File: src/rtl/funct_generator_reader.sv
// Read-side pacer for the function-generator sample FIFO: issues one FIFO read per
// sample period, converts signed fixed-point samples to offset-binary DAC codes.
module funct_generator_reader #(
    parameter int DATA_WIDTH = 32,
    parameter int INT_BITS   = 4,
    parameter int DAC_WIDTH  = 12,
    parameter int DIV_WIDTH  = 16,
    parameter int RESET_DIV  = 99
) (
    input  logic                  clk,
    input  logic                  rst,
    input  logic                  en_i,
    input  logic                  div_load_i,
    input  logic [DIV_WIDTH-1:0]  div_i,
    input  logic                  empty_i,
    input  logic [DATA_WIDTH-1:0] data_i,
    output logic                  rd_en_o,
    output logic [DAC_WIDTH-1:0]  dac_data_o,
    output logic                  dac_valid_o,
    output logic                  underrun_o,
    output logic [15:0]           underrun_cnt_o,
    output logic                  busy_o
);

    localparam int FRAC = DATA_WIDTH - INT_BITS;
    localparam logic [DAC_WIDTH-1:0] MIDSCALE = {1'b1, {(DAC_WIDTH-1){1'b0}}};
    localparam logic [DIV_WIDTH-1:0] RST_PERIOD = DIV_WIDTH'(RESET_DIV);

    typedef enum logic [1:0] {
        IDLE  = 2'd0,
        RUN   = 2'd1,
        DRAIN = 2'd2
    } state_e;

    state_e                 state_q;
    logic [DIV_WIDTH-1:0]   period_q;
    logic [DIV_WIDTH-1:0]   cnt_q;
    logic                   drain_q;

    // Slot pipeline: stage 1 marks a tick from the previous cycle, stage 2 is the output.
    logic                   slot_rd_q;
    logic                   slot_und_q;
    logic [DAC_WIDTH-1:0]   dac_q;
    logic [DAC_WIDTH-1:0]   dac_d;
    logic                   valid_q;
    logic                   und_q;
    logic [15:0]            ucnt_q;
    logic [15:0]            ucnt_d;

    logic                   tick;
    logic                   start;
    logic [INT_BITS-1:0]    int_part;
    logic                   in_range;

    assign tick    = (state_q == RUN) && en_i && (cnt_q == period_q);
    assign start   = (state_q == IDLE) && en_i;
    assign rd_en_o = tick && !empty_i;

    assign dac_data_o     = dac_q;
    assign dac_valid_o    = valid_q;
    assign underrun_o     = und_q;
    assign underrun_cnt_o = ucnt_q;
    assign busy_o         = (state_q != IDLE);

    // Integer field all-equal means |s| < 1.0 and the sample fits the DAC range.
    assign int_part = data_i[DATA_WIDTH-1:FRAC];
    assign in_range = (&int_part) | ~(|int_part);

    always_comb begin
        dac_d                = data_i[FRAC -: DAC_WIDTH];
        dac_d[DAC_WIDTH-1]   = ~dac_d[DAC_WIDTH-1];
        if (!in_range) begin
            dac_d = data_i[DATA_WIDTH-1] ? '0 : '1;
        end
    end

    always_comb begin
        ucnt_d = ucnt_q;
        if (start) begin
            ucnt_d = '0;
        end else if (slot_und_q && (ucnt_q != 16'hFFFF)) begin
            ucnt_d = ucnt_q + 16'd1;
        end
    end

    always_ff @(posedge clk or negedge rst) begin
        if (!rst) begin
            state_q  <= IDLE;
            period_q <= RST_PERIOD;
            cnt_q    <= '0;
            drain_q  <= 1'b0;
        end else begin
            case (state_q)
                IDLE: begin
                    if (div_load_i) period_q <= div_i;
                    if (en_i) begin
                        state_q <= RUN;
                        // Start aligned so the first RUN cycle is a tick, even on a same-cycle load.
                        cnt_q   <= div_load_i ? div_i : period_q;
                    end
                end
                RUN: begin
                    if (!en_i) begin
                        state_q <= DRAIN;
                        drain_q <= 1'b0;
                    end else begin
                        cnt_q <= tick ? '0 : cnt_q + 1'b1;
                    end
                end
                DRAIN: begin
                    drain_q <= 1'b1;
                    if (drain_q) state_q <= IDLE;
                end
                default: state_q <= IDLE;
            endcase
        end
    end

    always_ff @(posedge clk or negedge rst) begin
        if (!rst) begin
            slot_rd_q  <= 1'b0;
            slot_und_q <= 1'b0;
            dac_q      <= MIDSCALE;
            valid_q    <= 1'b0;
            und_q      <= 1'b0;
            ucnt_q     <= '0;
        end else begin
            slot_rd_q  <= rd_en_o;
            slot_und_q <= tick && empty_i;
            valid_q    <= slot_rd_q;
            und_q      <= slot_und_q;
            ucnt_q     <= ucnt_d;
            if (slot_rd_q) dac_q <= dac_d;
        end
    end

endmodule

File: config.mk
export PLATFORM = sky130hd
export DESIGN_NAME = funct_generator_reader
export DESIGN_NICKNAME = d
export VERILOG_FILES = /design/src/rtl/funct_generator_reader.sv
export SDC_FILE = /design/constraint.sdc
export NUM_CORES = 1
export LEC_CHECK = 0
export CORE_ASPECT_RATIO = 0.75
export CORE_MARGIN = 5
export CORE_UTILIZATION = 55
export CTS_BUF_LIST = sky130_fd_sc_hd__clkbuf_4
export DETAILED_ROUTE_END_ITERATION = 7
export PLACE_DENSITY = 0.95
export SLEW_MARGIN = 10
export SYNTH_ARGS = -nofsm -noshare
export SYNTH_HDL_FRONTEND = slang
export SYNTH_SLANG_ARGS = --single-unit
export TNS_END_PERCENT = 5
File: constraint.sdc
create_clock -name clk -period 4.6 [get_ports clk]
set_input_delay 0.69 -clock clk [delete_from_list [all_inputs] [get_ports clk]]
set_output_delay 0.69 -clock clk [all_outputs]
set_load 0.02 [all_outputs]
Yosys cells after proc, flatten, opt, wreduce, memory -nomap -nowiden
Cells that the tools add are included.
Word-level totals
  memories kept: 0
  output and inout port bits: 32
  flip-flop bits (word level): 67
  memory bits (read-only): 0
  bits in latches: 0
  memory bits (writable): 0
  logic and storage cells: 55
Cells by class
  bitwise gates (word level): 3
  add/sub/neg operators: 2
  magnitude comparators: 0
  reductions and logical operators: 17
  muxes and demuxes: 15
  multiply operators: 0
  shift-type cells: 0
  equality and inequality tests: 8
  div/mod/pow operators: 0
Operator list (count)
  2-to-1 mux 16 bit: 6
  adder 16 x 1 -> 16 bit, second input constant: 2
  case mux 16 bit (2 select lines): 1
  2-to-1 mux 12 bit: 2
  == test 16 bit: 1
  != test 16 bit, second input constant: 1
  != test 2 bit, second input constant: 4
  nonzero test 2 bit: 4
  logical AND 1 bit: 6
  2-to-1 mux 2 bit: 3
  case mux 2 bit (3 select lines): 1
  AND reduction 3 bit: 2
  AND reduction 4 bit: 1
  OR reduction 4 bit: 1
  == test 2 x 1 -> 1 bit, second input constant: 1
  == test 2 bit, second input constant: 1
  zero test 2 bit: 1
  inverter 1 bit: 2
  case mux 1 bit (2 select lines): 1
  AND reduction 2 bit: 1
  zero test 1 bit: 1
  2-to-1 mux 1 bit: 1
  OR 1 bit: 1

Depth between registers and ports, before layout
  depth after elaboration: 6
  depth in mapped cells: 8

Least setup slack after synthesis
Ideal clock, no wire load.
  kind: input to output
  start: in en_i
  end: out rd_en_o
  cell stages on the path: 7
  setup slack: 2054 ps
  data required time: 3910 ps
  arrival: 1856 ps
  path buffers: 1
  cells stage by stage: nand2b_1 -> clkbuf_1 -> inv_1 -> nand2_1 -> nor4_1 -> nand2_1 -> nor2_1
On the way
  word-level cells in the longest chain between the ends: 3
RTL lines
  start, declared: line 12  | input logic en_i,
  logical AND 1 bit (2 in a row): line 55  | assign tick = (state_q == RUN) && en_i && (cnt_q == period_q);
  logical AND 1 bit: line 57  | assign rd_en_o = tick && !empty_i;
  end, declared: line 17  | output logic rd_en_o,
No other way between the ends.

Final worst setup path
Same ends and word-level chain as after synthesis.

==> flow_summary_export.csv <==
group,metric,value,unit
run_status,outcome,"finished clean",
clock_tree,cell_at_the_root_of_the_clock_tree,"sky130_fd_sc_hd__clkbuf_4",
logic_synthesis,yosysUniqueCellTypes,43,
final_layout,post_route_cells_drive_above_1_share,10.3,%
setup_path,critPathRequiredTime,3.91,ns
power_and_ir_drop,power.density_cell_area,419,nW/um^2
clock_tree,path_clk_slew,0.10,ns
floorplanning,io-pin-count,85,
run,cap_viol_max_count,0,
global_routing,grt_pass1_vias,2952,
floorplanning,row_count,25,
sta,clock.fmax,279,MHz
setup_path,r2r_start,"cnt_q[8]",
global_routing,antenna_found_initial,0,
logic_synthesis,synthFlopType,"sky130_fd_sc_hd__dfrtp_1",
detailed_routing,viasPerCell,5.90,
global_routing,grt_start_max_net_pins,42,
placed_design,buffer_ports.inserted,67,
final_layout,final-instance-count-excl-fill,500,
setup_path,crit_fanout,16,
sta,final.hold.worst_slack,0.403,ns
global_routing,grtUsageTotal,21.7,%
clock_tree,cts.sinks,67,
clock_tree,cts_hold_buffers,0,
clock_tree,cts_setup_buffers,0,
power_and_ir_drop,power_report.internal_total,1140,uW
power_and_ir_drop,sequentialPowerShare,52.2,%
power_and_ir_drop,p_leak,0.00181,uW
clock_tree,cts.path.max_buffers,2,
logic_synthesis,synthDominantAreaCellType,"sky130_fd_sc_hd__dfrtp_1",
setup_path,setup.worst_path.start_class,"input pin",
setup_path,critical_path.n_buffers_inverters,5,
detailed_routing,drt_iter0_drc,301,
setup_path,cpPeakStageDelay,0.63,ns
clock_tree,cts_inserted_buffers,9,
setup_path,reg2reg_path_depth,7,
placed_design,gp_congestion,0.874,
floorplanning,fp.dieArea,8000,sq um
power_and_ir_drop,total_switching_power,658,uW
logic_synthesis,synth.yosys.seq_area_share,48.6,%
logic_synthesis,synth_area_per_cell,9.95,sq um
logic_synthesis,ys_ff_latch,67,
sta,final_min_period_over_clock_period,77.8,%
sta,setup_ws,1.02,ns
sta,final_critical_period,3.58,ns
floorplanning,die_y,78.7,um
power_and_ir_drop,clockPowerShare,16.9,%
power_and_ir_drop,post-layout-total-power,1800,uW
final_layout,filler_cell_count,462,
sta,setup_violations,0,
floorplanning,start_util,55.6,%
detailed_routing,post_detailed_route_drc_marker_count,0,
logic_synthesis,netlist_instances,348,
setup_path,regToRegSetupSlack,2.10,ns
setup_path,critPathArrivalTime,2.89,ns
detailed_routing,dr.pass1.iters,5,
setup_path,critPathLaunch,"en_i",
power_and_ir_drop,comb_pwr_share,30.9,%
logic_synthesis,synth_area_leaders,"sky130_fd_sc_hd__dfrtp_1 (45%), sky130_fd_sc_hd__nor2_1 (5.6%), sky130_fd_sc_hd__mux2_2 (5.2%), sky130_fd_sc_hd__xor2_1 (5.1%), sky130_fd_sc_hd__mux2i_1 (4.9%)",
detailed_routing,wire_per_inst,16.1,um
placed_design,dpl.hpwl,5810,um
sta,tightestPinTransition,1.06,ns
detailed_routing,routed-via-count,2950,
global_routing,grt_pass1_wl,13700,um
clock_tree,tritoncts,"built",
setup_path,capture_instance_of_the_worst_register_to_register_path,"cnt_q[13]",
logic_synthesis,synth_warnings,0,
clock_tree,clock_insertion_delay_worst_skew,0.41,ns
final_layout,nNetsFinal,471,
power_and_ir_drop,power.switching_fraction,36.5,%
final_layout,diode_count,0,
logic_synthesis,post_synthesis_net_count,403,
clock_tree,post_cts.resized_instances,0,
sta,fin_skew,0.0138,ns
setup_path,critical_path.cell_chain,"clkdlybuf4s50_1, nand2b_1, buf_4, inv_1, nand2_1, nor4_1, buf_4, nand2_1, nor2_1, clkdlybuf4s50_1",
sta,timing.final.hold_violations,0,
sta,finalMaxSlewViolations,0,
floorplanning,floorplan.core_area,6220,sq um
logic_synthesis,yosys.cell_count.top_type,"sky130_fd_sc_hd__dfrtp_1",
setup_path,cpMaxStageDelayCell,"sky130_fd_sc_hd__clkdlybuf4s50_1",
placed_design,dp_worst_setup_slack,1.04,ns
logic_synthesis,synth_async_sr_flop_share,100,%
sta,rsz0062_at_grt,"false",
floorplanning,fp.dieW,102,um
hold_path,worst_hold_path_type,"input pin to async pin",
detailed_routing,final_antenna_net_count,0,
power_and_ir_drop,ir_worst_vdd,0.271,mV
clock_tree,cts.htree.levels,3,
detailed_routing,drt-total-wl,8040,um
logic_synthesis,post_synth_most_frequent_cells,"sky130_fd_sc_hd__dfrtp_1 (62), sky130_fd_sc_hd__nor2_1 (52), sky130_fd_sc_hd__a21oi_1 (31)",
placed_design,place_inst,486,
final_layout,area_delta_synth_final,24.1,%
global_routing,grt.overflow.total,0,
sta,fin_tns_setup,0,ns
logic_synthesis,syn-cell-area,3460,sq um
setup_path,cp-end-kind,"output port",
sta,timing.slew.headroom,29.0,%
logic_synthesis,netlist.area_leader.share,44.8,%
logic_synthesis,number_of_synthesized_flops_with_an_enable_pin,0,
setup_path,worst-setup-path-type,"input pin to output port",
setup_path,cp_top_family,"buffers and inverters",
## power groups by stage
stage               Sequential [uW]  Combinational (uW)  Clock, uW
floorplan                       894                 430          0
global placement                932                 530          0
detailed placement              948                 555          0
CTS                             936                 560        310
global route                    962                 616        338
finish                          940                 557        304
## cells in the final DEF, fill, tap and decap left out, drive strengths merged, types with 6 or more instances in the layout
| master | synthesis | final |
|---|---|---|
| a21oi | 31 | 31 |
| dfrtp | 62 | 62 |
| a211o | 6 | 6 |
| nand4 | 11 | 11 |
| o21ai | 11 | 11 |
| clkdlybuf4s50 | 0 | 66 |
| clkbuf | 12 | 10 |
| xnor2 | 11 | 11 |
| inv | 6 | 6 |
| nor4 | 8 | 8 |
| mux2 | 16 | 16 |
| buf | 4 | 7 |
| nor2 | 53 | 53 |
| xor2 | 20 | 20 |
| nand3 | 11 | 11 |
| nand2 | 21 | 21 |
| mux2i | 17 | 17 |
## per-stage QoR
stage	utilization (%)	cell area (sq um)
after floorplan	-	3460
after global placement	67.5	4200
after detailed placement	67.5	4200
after CTS	69.0	4300
after global routing	69.0	4300
final	69.0	4300
## sequential cells by signal, indices dropped and copies added (netlist names)
register	count
underrun_o	1
dac_valid_o	1
slot_und_q	1
period_q	16
state_q	2
drain_q	1
underrun_cnt_o	16
slot_rd_q	1
cnt_q	16
dac_data_o	12
## routing by layer
layer,global-route usage (%),routed length [um],vias to the layer above
li1,-,-,1381
met1,28.2,3450,1417
met2,34.4,3840,129
met3,6.23,577,23
met4,8.23,172,0
met5,0,0,-
## final cells by class
| class | instances | area (sq um) | share of cell area [%] |
|---|---|---|---|
| clock inverter | 4 | 20.0 | 0.466 |
| multi-input combinational | 259 | 1690 | 39.2 |
| tap | 81 | 101 | 2.36 |
| timing repair buffer | 73 | 711 | 16.5 |
| inverter | 6 | 22.5 | 0.524 |
| sequential | 67 | 1680 | 39.2 |
| clock buffer | 10 | 75.1 | 1.75 |
## how the worst max path moves through the flow
stage	slack, ns	cells past startpoint	end
2_1_floorplan	2.05	7	rd_en_o
3_3_place_gp	1.13	10	rd_en_o
3_5_place_dp	1.04	10	rd_en_o
4_1_cts	1.04	10	rd_en_o
5_1_grt	0.86	10	rd_en_o
6_report	1.02	10	rd_en_o
## kinds of logic after synthesis
kind of cell	share of synthesized area (%)
AND/OR/NAND/NOR	18.1
multiplexers	10.1
flip-flops	48.6
adder cells (fa/ha/maj)	0.722
buffers and inverters	2.75
XOR/XNOR	7.84
AO/OA/AOI/OAI	11.9
Power figures use the tool's default switching activity.
